==> src/rtl/dac_multi.sv <==
// dac_multi: SPI sequencer for the AD5628/AD5648/AD5668. After reset, the first update sends an internal-reference setup frame, then one frame per channel.
// Define DAC_MULTI_LDAC_EN to add an ldac output. All channel frames then use command 0, and one ldac pulse updates all channels together.
module dac_multi #(
  parameter int NCH     = 2,
  parameter int DW      = 12,
  parameter int CLKDIV  = 1,
  parameter int CSN_GAP = 2
) (
  input  logic              clk,
  input  logic              rst,
  input  logic [NCH*DW-1:0] din,
  input  logic              start,
  output logic              busy,
  output logic              done,
  output logic              csn,
  output logic              mosi,
  output logic              sclk
`ifdef DAC_MULTI_LDAC_EN
  ,
  output logic              ldac
`endif
);

  localparam int CW = (CLKDIV > 1) ? $clog2(CLKDIV) : 1;
  localparam int GW = (CSN_GAP > 1) ? $clog2(CSN_GAP) : 1;
  localparam logic [2:0] LAST = 3'(NCH - 1);
`ifdef DAC_MULTI_LDAC_EN
  localparam logic [3:0] CMD_LAST = 4'h0;
`else
  localparam logic [3:0] CMD_LAST = 4'h2;
`endif

  // state | meaning
  // IDLE  | waiting for start, csn high
  // LOAD  | first cycle of a frame: csn low, bit 31 on mosi
  // SHIFT | clocking out the remaining frame bits
  // GAP   | csn held high between frames
  // LDAC  | ldac held low for two cycles (optional build)
  // DONE  | one-cycle done pulse, then IDLE
  typedef enum logic [2:0] {
    IDLE  = 3'd0,
    LOAD  = 3'd1,
    SHIFT = 3'd2,
    GAP   = 3'd3,
`ifdef DAC_MULTI_LDAC_EN
    LDAC  = 3'd5,
`endif
    DONE  = 3'd4
  } state_t;

  state_t            state;
  logic [NCH*DW-1:0] hold;
  logic [30:0]       sh;
  logic [4:0]        bitn;
  logic [CW-1:0]     cnt;
  logic [GW-1:0]     gcnt;
  logic [2:0]        ch;
  logic              cur_setup;
  logic              ref_done;
`ifdef DAC_MULTI_LDAC_EN
  logic              lcnt;
`endif

  logic              nf_setup;
  logic [2:0]        nf_ch;
  logic [NCH*DW-1:0] nf_src;
  logic [31:0]       nf;
  logic              go;

  function automatic logic [31:0] frame_for(input logic setup, input logic [2:0] c,
                                            input logic [NCH*DW-1:0] src);
    logic [DW-1:0] d;
    logic [15:0]   f;
    logic [3:0]    cmd;
    d   = src[int'(c)*DW +: DW];
    f   = 16'(d) << (16 - DW);
    cmd = (c == LAST) ? CMD_LAST : 4'h0;
    frame_for = setup ? 32'h0800_0001 : {4'h0, cmd, 1'b0, c, f, 4'h0};
  endfunction

  // The first frame of a sequence is built straight from din, so csn can fall on the cycle after start.
  always_comb begin
    nf_setup = 1'b0;
    nf_ch    = 3'd0;
    nf_src   = hold;
    go       = 1'b0;
    if (state == IDLE) begin
      nf_setup = ~ref_done;
      nf_src   = din;
      go       = start;
    end else begin
      if (!cur_setup) nf_ch = ch + 3'd1;
      go = (state == GAP) && (gcnt == '0) && (cur_setup || ch != LAST);
    end
    nf = frame_for(nf_setup, nf_ch, nf_src);
  end

  always_ff @(posedge clk or posedge rst) begin
    if (rst) begin
      state     <= IDLE;
      busy      <= 1'b0;
      done      <= 1'b0;
      csn       <= 1'b1;
      sclk      <= 1'b1;
      mosi      <= 1'b0;
      ref_done  <= 1'b0;
      cur_setup <= 1'b0;
      ch        <= 3'd0;
      hold      <= '0;
      sh        <= '0;
      bitn      <= 5'd0;
      cnt       <= '0;
      gcnt      <= '0;
`ifdef DAC_MULTI_LDAC_EN
      ldac      <= 1'b1;
      lcnt      <= 1'b0;
`endif
    end else begin
      case (state)
        IDLE: if (start) begin
          busy <= 1'b1;
          hold <= din;
        end
        LOAD, SHIFT: begin
          state <= SHIFT;
          if (cnt != '0) cnt <= cnt - CW'(1);
          else begin
            cnt <= CW'(CLKDIV - 1);
            if (sclk) sclk <= 1'b0;
            else if (bitn == 5'd0) begin
              csn   <= 1'b1;
              sclk  <= 1'b1;
              mosi  <= 1'b0;
              gcnt  <= GW'(CSN_GAP - 1);
              state <= GAP;
              if (cur_setup) ref_done <= 1'b1;
            end else begin
              sclk <= 1'b1;
              mosi <= sh[30];
              sh   <= {sh[29:0], 1'b0};
              bitn <= bitn - 5'd1;
            end
          end
        end
        GAP: begin
          if (gcnt != '0) gcnt <= gcnt - GW'(1);
          else if (!go) begin
`ifdef DAC_MULTI_LDAC_EN
            ldac  <= 1'b0;
            lcnt  <= 1'b1;
            state <= LDAC;
`else
            done  <= 1'b1;
            state <= DONE;
`endif
          end
        end
`ifdef DAC_MULTI_LDAC_EN
        LDAC: begin
          if (lcnt) lcnt <= 1'b0;
          else begin
            ldac  <= 1'b1;
            done  <= 1'b1;
            state <= DONE;
          end
        end
`endif
        DONE: begin
          done  <= 1'b0;
          busy  <= 1'b0;
          state <= IDLE;
        end
        default: state <= IDLE;
      endcase
      if (go) begin
        state     <= LOAD;
        csn       <= 1'b0;
        sclk      <= 1'b1;
        mosi      <= nf[31];
        sh        <= nf[30:0];
        bitn      <= 5'd31;
        cnt       <= CW'(CLKDIV - 1);
        ch        <= nf_ch;
        cur_setup <= nf_setup;
      end
    end
  end

endmodule
==> config.mk <==
export PLATFORM = sky130hd
export DESIGN_NAME = dac_multi
export DESIGN_NICKNAME = d
export VERILOG_FILES = /design/src/rtl/dac_multi.sv
export SDC_FILE = /design/constraint.sdc
export NUM_CORES = 1
export LEC_CHECK = 0
export CORE_UTILIZATION = 45
export CTS_CLUSTER_DIAMETER = 30
export CTS_CLUSTER_SIZE = 20
export DETAILED_ROUTE_END_ITERATION = 16
export PLACE_DENSITY_LB_ADDON = 0.05
export SYNTH_ARGS = -nofsm -noshare
export SYNTH_HDL_FRONTEND = slang
export SYNTH_SLANG_ARGS = --single-unit
==> constraint.sdc <==
create_clock -name clk -period 3.4 [get_ports clk]
set_clock_uncertainty 0.1 [all_clocks]
set_input_delay 0.85 -clock clk [delete_from_list [all_inputs] [get_ports clk]]
set_output_delay 0.85 -clock clk [all_outputs]
set_load 0.01 [all_outputs]
# == Word level (Yosys, flattened, before mapping) ==
# Cells that the tools add are included.
# word_totals
word_cells,109
out_inout_bits,5
regBits,75
input_bits,27
# classes
bitwise,4
n_reduce_logical,21
shift,1
multipliers,1
n_mux,47
eq_ne,17
n_addsub,4
# ops
cell,n
$mux W31,5
$mux W28,1
$mux W1,26
$mux W5,5
$mux W24,1
$shiftx A24 B8 Y12,1
$ne A2 B2 Y1 const B,8
$mux W3,4
$reduce_and A4 Y1,3
$reduce_bool A2 Y1,5
$pmux W3 S3,1
$reduce_and A2 Y1,4
$eq A3 B1 Y1 const B,2
$eq A3 B2 Y1 const B,2
$pmux W1 S2,3
$reduce_and A3 Y1,2
$logic_not A5 Y1,1
$mul A3 B2 Y5 const B,1
$reduce_and A5 Y1,1
$sub A5 B1 Y5 const B,1
$ne A2 B1 Y1 const B,2
$not A1 Y1,4
$add A3 B1 Y3 const B,1
$eq A3 B3 Y1 const B,1
8 further kinds,10

# == Longest topological paths before layout ==
# logic_depth
ltp_word,7
mapped_depth,8
mapped_depth_nobuf,6

# == Worst setup path after synthesis ==
# Ideal clock, no wire load.
# synth_timing
path_type,input to register
startpoint,input start
endpoint,register sh[30]
cell_stages,6
t_arrival_ps,1960
path_buffers,2
required_ps,3179
path_slack_ps,1219
setup_time_ps,121
path_cell_list,nor4b_4 > a41o_1 > buf_2 > nor2_8 > buf_4 > a22o_1
# synth_via
elab_chain_len,3
elab_cells_between_ends,7
cone_classes,3 x eq/ne; 2 x mux; 2 x reduce/logical
# synth_lines
element,line,rtl
start: declaration,12,"input logic start,"
$mux W1 *,87,if (state == IDLE) begin
$ne A2 B2 Y1 (no line) (tied with other cells),-,
$reduce_and A4 Y1 (no line),-,
end signal: assignment,140,"sh <= {sh[29:0], 1'b0};"
end signal: assignment,180,sh <= nf[30:0];
end: declaration,53,logic [30:0] sh;
# Every way passes the cells marked *; elsewhere a longest branch is shown, timed or not.
# A chain may end at the register's enable or synchronous reset.

# == Final worst setup path ==
# layout_timing
startpoint,register state[2]
endpoint,register sh[12]
# layout_via
elab_chain_len,6
elab_cells_between_ends,20
cone_classes,1 x mul; 6 x eq/ne; 1 x shift; 6 x mux; 6 x reduce/logical
# layout_lines
element,line,rtl
start: declaration,51,state_t state;
start signal: assignment,100,state <= IDLE;
start signal: assignment,125,state <= SHIFT;
start signal: assignment,135,state <= GAP;
$logic_not A3 Y1 or $eq A3 B2 Y1 (tied branches),"87, 93",
$mux W3 or $logic_and A1 B1 Y1 (tied branches),"87, 93",
$mul A3 B2 Y5 or $logic_and A1 B1 Y1 (tied branches),"75, 93",
$shiftx A24 B8 Y12 or $mux W1 (tied branches),"75, 87",
$mux W28 (tied with other cells),78,"frame_for = setup ? 32'h0800_0001 : {4'h0, cmd, 1'b0, c, f, 4'h0};"
$mux W31 or $reduce_and A4 Y1 (tied branches),-,
# Parallel ways exist; a longest one is shown, timed or not.

==> flow_metrics.tcl <==
set metrics [dict create \
    drive_above_1_share 0.221 \
    drc 0 \
    hold_viol 0 \
    ant_nets 0 \
    dp_slack_ns 0.549 \
    required_ns 3.52 \
    worst-slew-pin-transition_ns 0.905 \
    synth.area.mux_share 0.0802 \
    synth_area_leaders "dfrtp_1 (52%), mux2_2 (7.7%), o21ai_0 (3.9%)" \
    area_growth_pct 16.8 \
    fill_cells 675 \
    maxSlewViolCount 0 \
    yosys.area_share.simple 0.146 \
    min_period_ns 2.53 \
    wl_per_cell_um 17.1 \
    synth_fa_ha_area_frac 0.0107 \
    dieArea_sq_mm 0.00812 \
    yosys.area.top_type "dfrtp_1" \
    drt_iter0_drc 110 \
    layout_common_cells "dfrtp_1 (72), clkdlybuf4s50_1 (31), o21ai_0 (27)" \
    antenna_cells 0 \
    dpl_cell_area_sq_mm 0.00388 \
    synth_top_area_frac 0.516 \
    io_buffers 31 \
    die_w_um 90.1 \
    cap_violations 0 \
    synth-compound-area-share 0.179 \
    initial_core_util 0.474 \
    grt_first_pass_wirelength_um 13000 \
    path_clk_slew_ns 0.08 \
    h-tree-depth 3 \
    grt_max_degree 34 \
    ir_drop_v 0.000348 \
    die_y_um 90.1 \
    synth_top_family_by_area "compound AO/OA/AOI/OAI gates" \
    post_synth.cell_area_avg_sq_um 11.5 \
    synthCells 305 \
    clockRootBuffer "clkbuf_8" \
    hold_path_class "flip-flop to flip-flop" \
    post-route-period-util 0.746 \
    synthDistinctLibCells 46 \
    core.rowCount 31 \
    routed_via_density 5.78 \
    startpoint_type "flip-flop" \
    rsz0062_at_grt "false" \
    grt_remaining_overflow 0 \
    status "finished clean" \
    yosys_warnings 0 \
    grtUsageTotal 0.202 \
    fin_setup_tns_ns 0 \
    async_reset_ff_frac 1.00 \
    post_cts_buffers 0 \
    hpwlAfterDp_um 4810 \
    postCtsHoldBufs 0 \
    coreArea_sq_mm 0.00737 \
    tritoncts.num_buffers 9 \
    maxSlewHeadroom 0.396 \
    worstPathArrival_ns 2.65 \
    critical_path_class "flip-flop to flip-flop" \
    synth_xor_area_frac 0.00752 \
    first_global_vias 2608 \
    ios 32 \
    synth_enable_flop_cells 0 \
    synth_area_sq_mm 0.00349 \
    dp_cells 418 \
    vias 2508 \
    cp_max_fo 23 \
    synth_seq_area_share 0.531 \
    gp_congestion 0.723 \
    leakage_nw 1.74 \
    synth_seq_cells 74 \
    worst_slack_ns 0.865 \
    clk_path_buf_depth 2 \
    setup_violations 0 \
    clk_latency_ns 0.33 \
    end_kind "flip-flop" \
    synth_ff_type "dfrtp_1" \
    antenna_found_initial 0 \
    utilization 0.554 \
    holdWs_ns 0.399 \
    tritoncts "built" \
    syn_nets 335 \
    nNetsFinal 360 \
    power_mw 3.95 \
    routed_wl_um 7440 \
    p_per_area_mw_per_mm2 968 \
    final_area_sq_mm 0.00408 \
    drtPass1Iterations 4 \
    layout_commonest_cell "dfrtp_1" \
    cts_resized 0 \
    max_freq_mhz 395 \
    final_cell_count_no_fill 434 \
    cts_sinks 74 \
]
## cell type report
type                       count  area (sq um)  share of cell area
timing repair buffer          41           398              0.0975
tap                           99           124              0.0304
clock buffer                  11           151              0.0371
sequential                    74          1850               0.454
clock inverter                 5          52.6              0.0129
inverter                       5          18.8             0.00460
multi-input combinational    199          1480               0.363
## critical path, stage by stage (launching register included)
cell and delay, ns:
dfrtp_1 0.94, nor2_1 0.16, a41oi_2 0.54, nand2_1 0.42, a2bb2oi_1 0.24
## synth_stat cells, drive strengths merged (5+ instances only)
master,instances
o21ai,28
nor2,14
mux2,24
nor4,13
a31oi,13
a22o,13
nand4,13
a21o,6
buf,16
dfrtp,72
inv,5
a2bb2oi,12
clkbuf,11
or3b,13
nor3,5
nand2,9
## power by group
group	switching (mW)	leakage, nW	internal, mW
clock network	0.324	0.105	0.376
registers	0.279	0.902	1.25
logic	0.900	0.733	0.824
## metal layers
layer	vias to the layer above	routed length (um)	GRT usage
met4	0	76	0.0645
met2	35	3570	0.321
li1	1205	-	-
met1	1262	3630	0.274
met5	-	0	0
met3	6	168	0.0440
## state kept, by name, indices dropped and copies added, names as in the netlist
| register | count |
|---|---|
| hold | 24 |
| mosi | 1 |
| ch | 3 |
| ref_done | 1 |
| sclk | 1 |
| state | 3 |
| sh | 31 |
| busy | 1 |
| csn | 1 |
| done | 1 |
| cur_setup | 1 |
| gcnt | 1 |
| bitn | 5 |
## cells by family after synthesis
logic type,count (synthesis)
AO/OA/AOI/OAI,88
AND/OR/NAND/NOR,80
adder cells (fa/ha/maj),3
flip-flops,74
multiplexers,25
buffers and inverters,32
XOR/XNOR,3
## path summary, 6_finish.rpt
kind                          start       end  slack (ns)  cells past startpoint
hold reg to reg                sclk      sclk        0.40                      2
setup / recovery           state[2]    sh[12]        0.87                      4
setup reg to reg           state[2]    sh[12]        0.87                      4
hold / removal                 sclk      sclk        0.40                      2
min in group asynchronous       rst   bitn[1]        0.80                      2
max in group asynchronous       rst  hold[12]        1.74                      3
(Power assumes the default switching activity.)
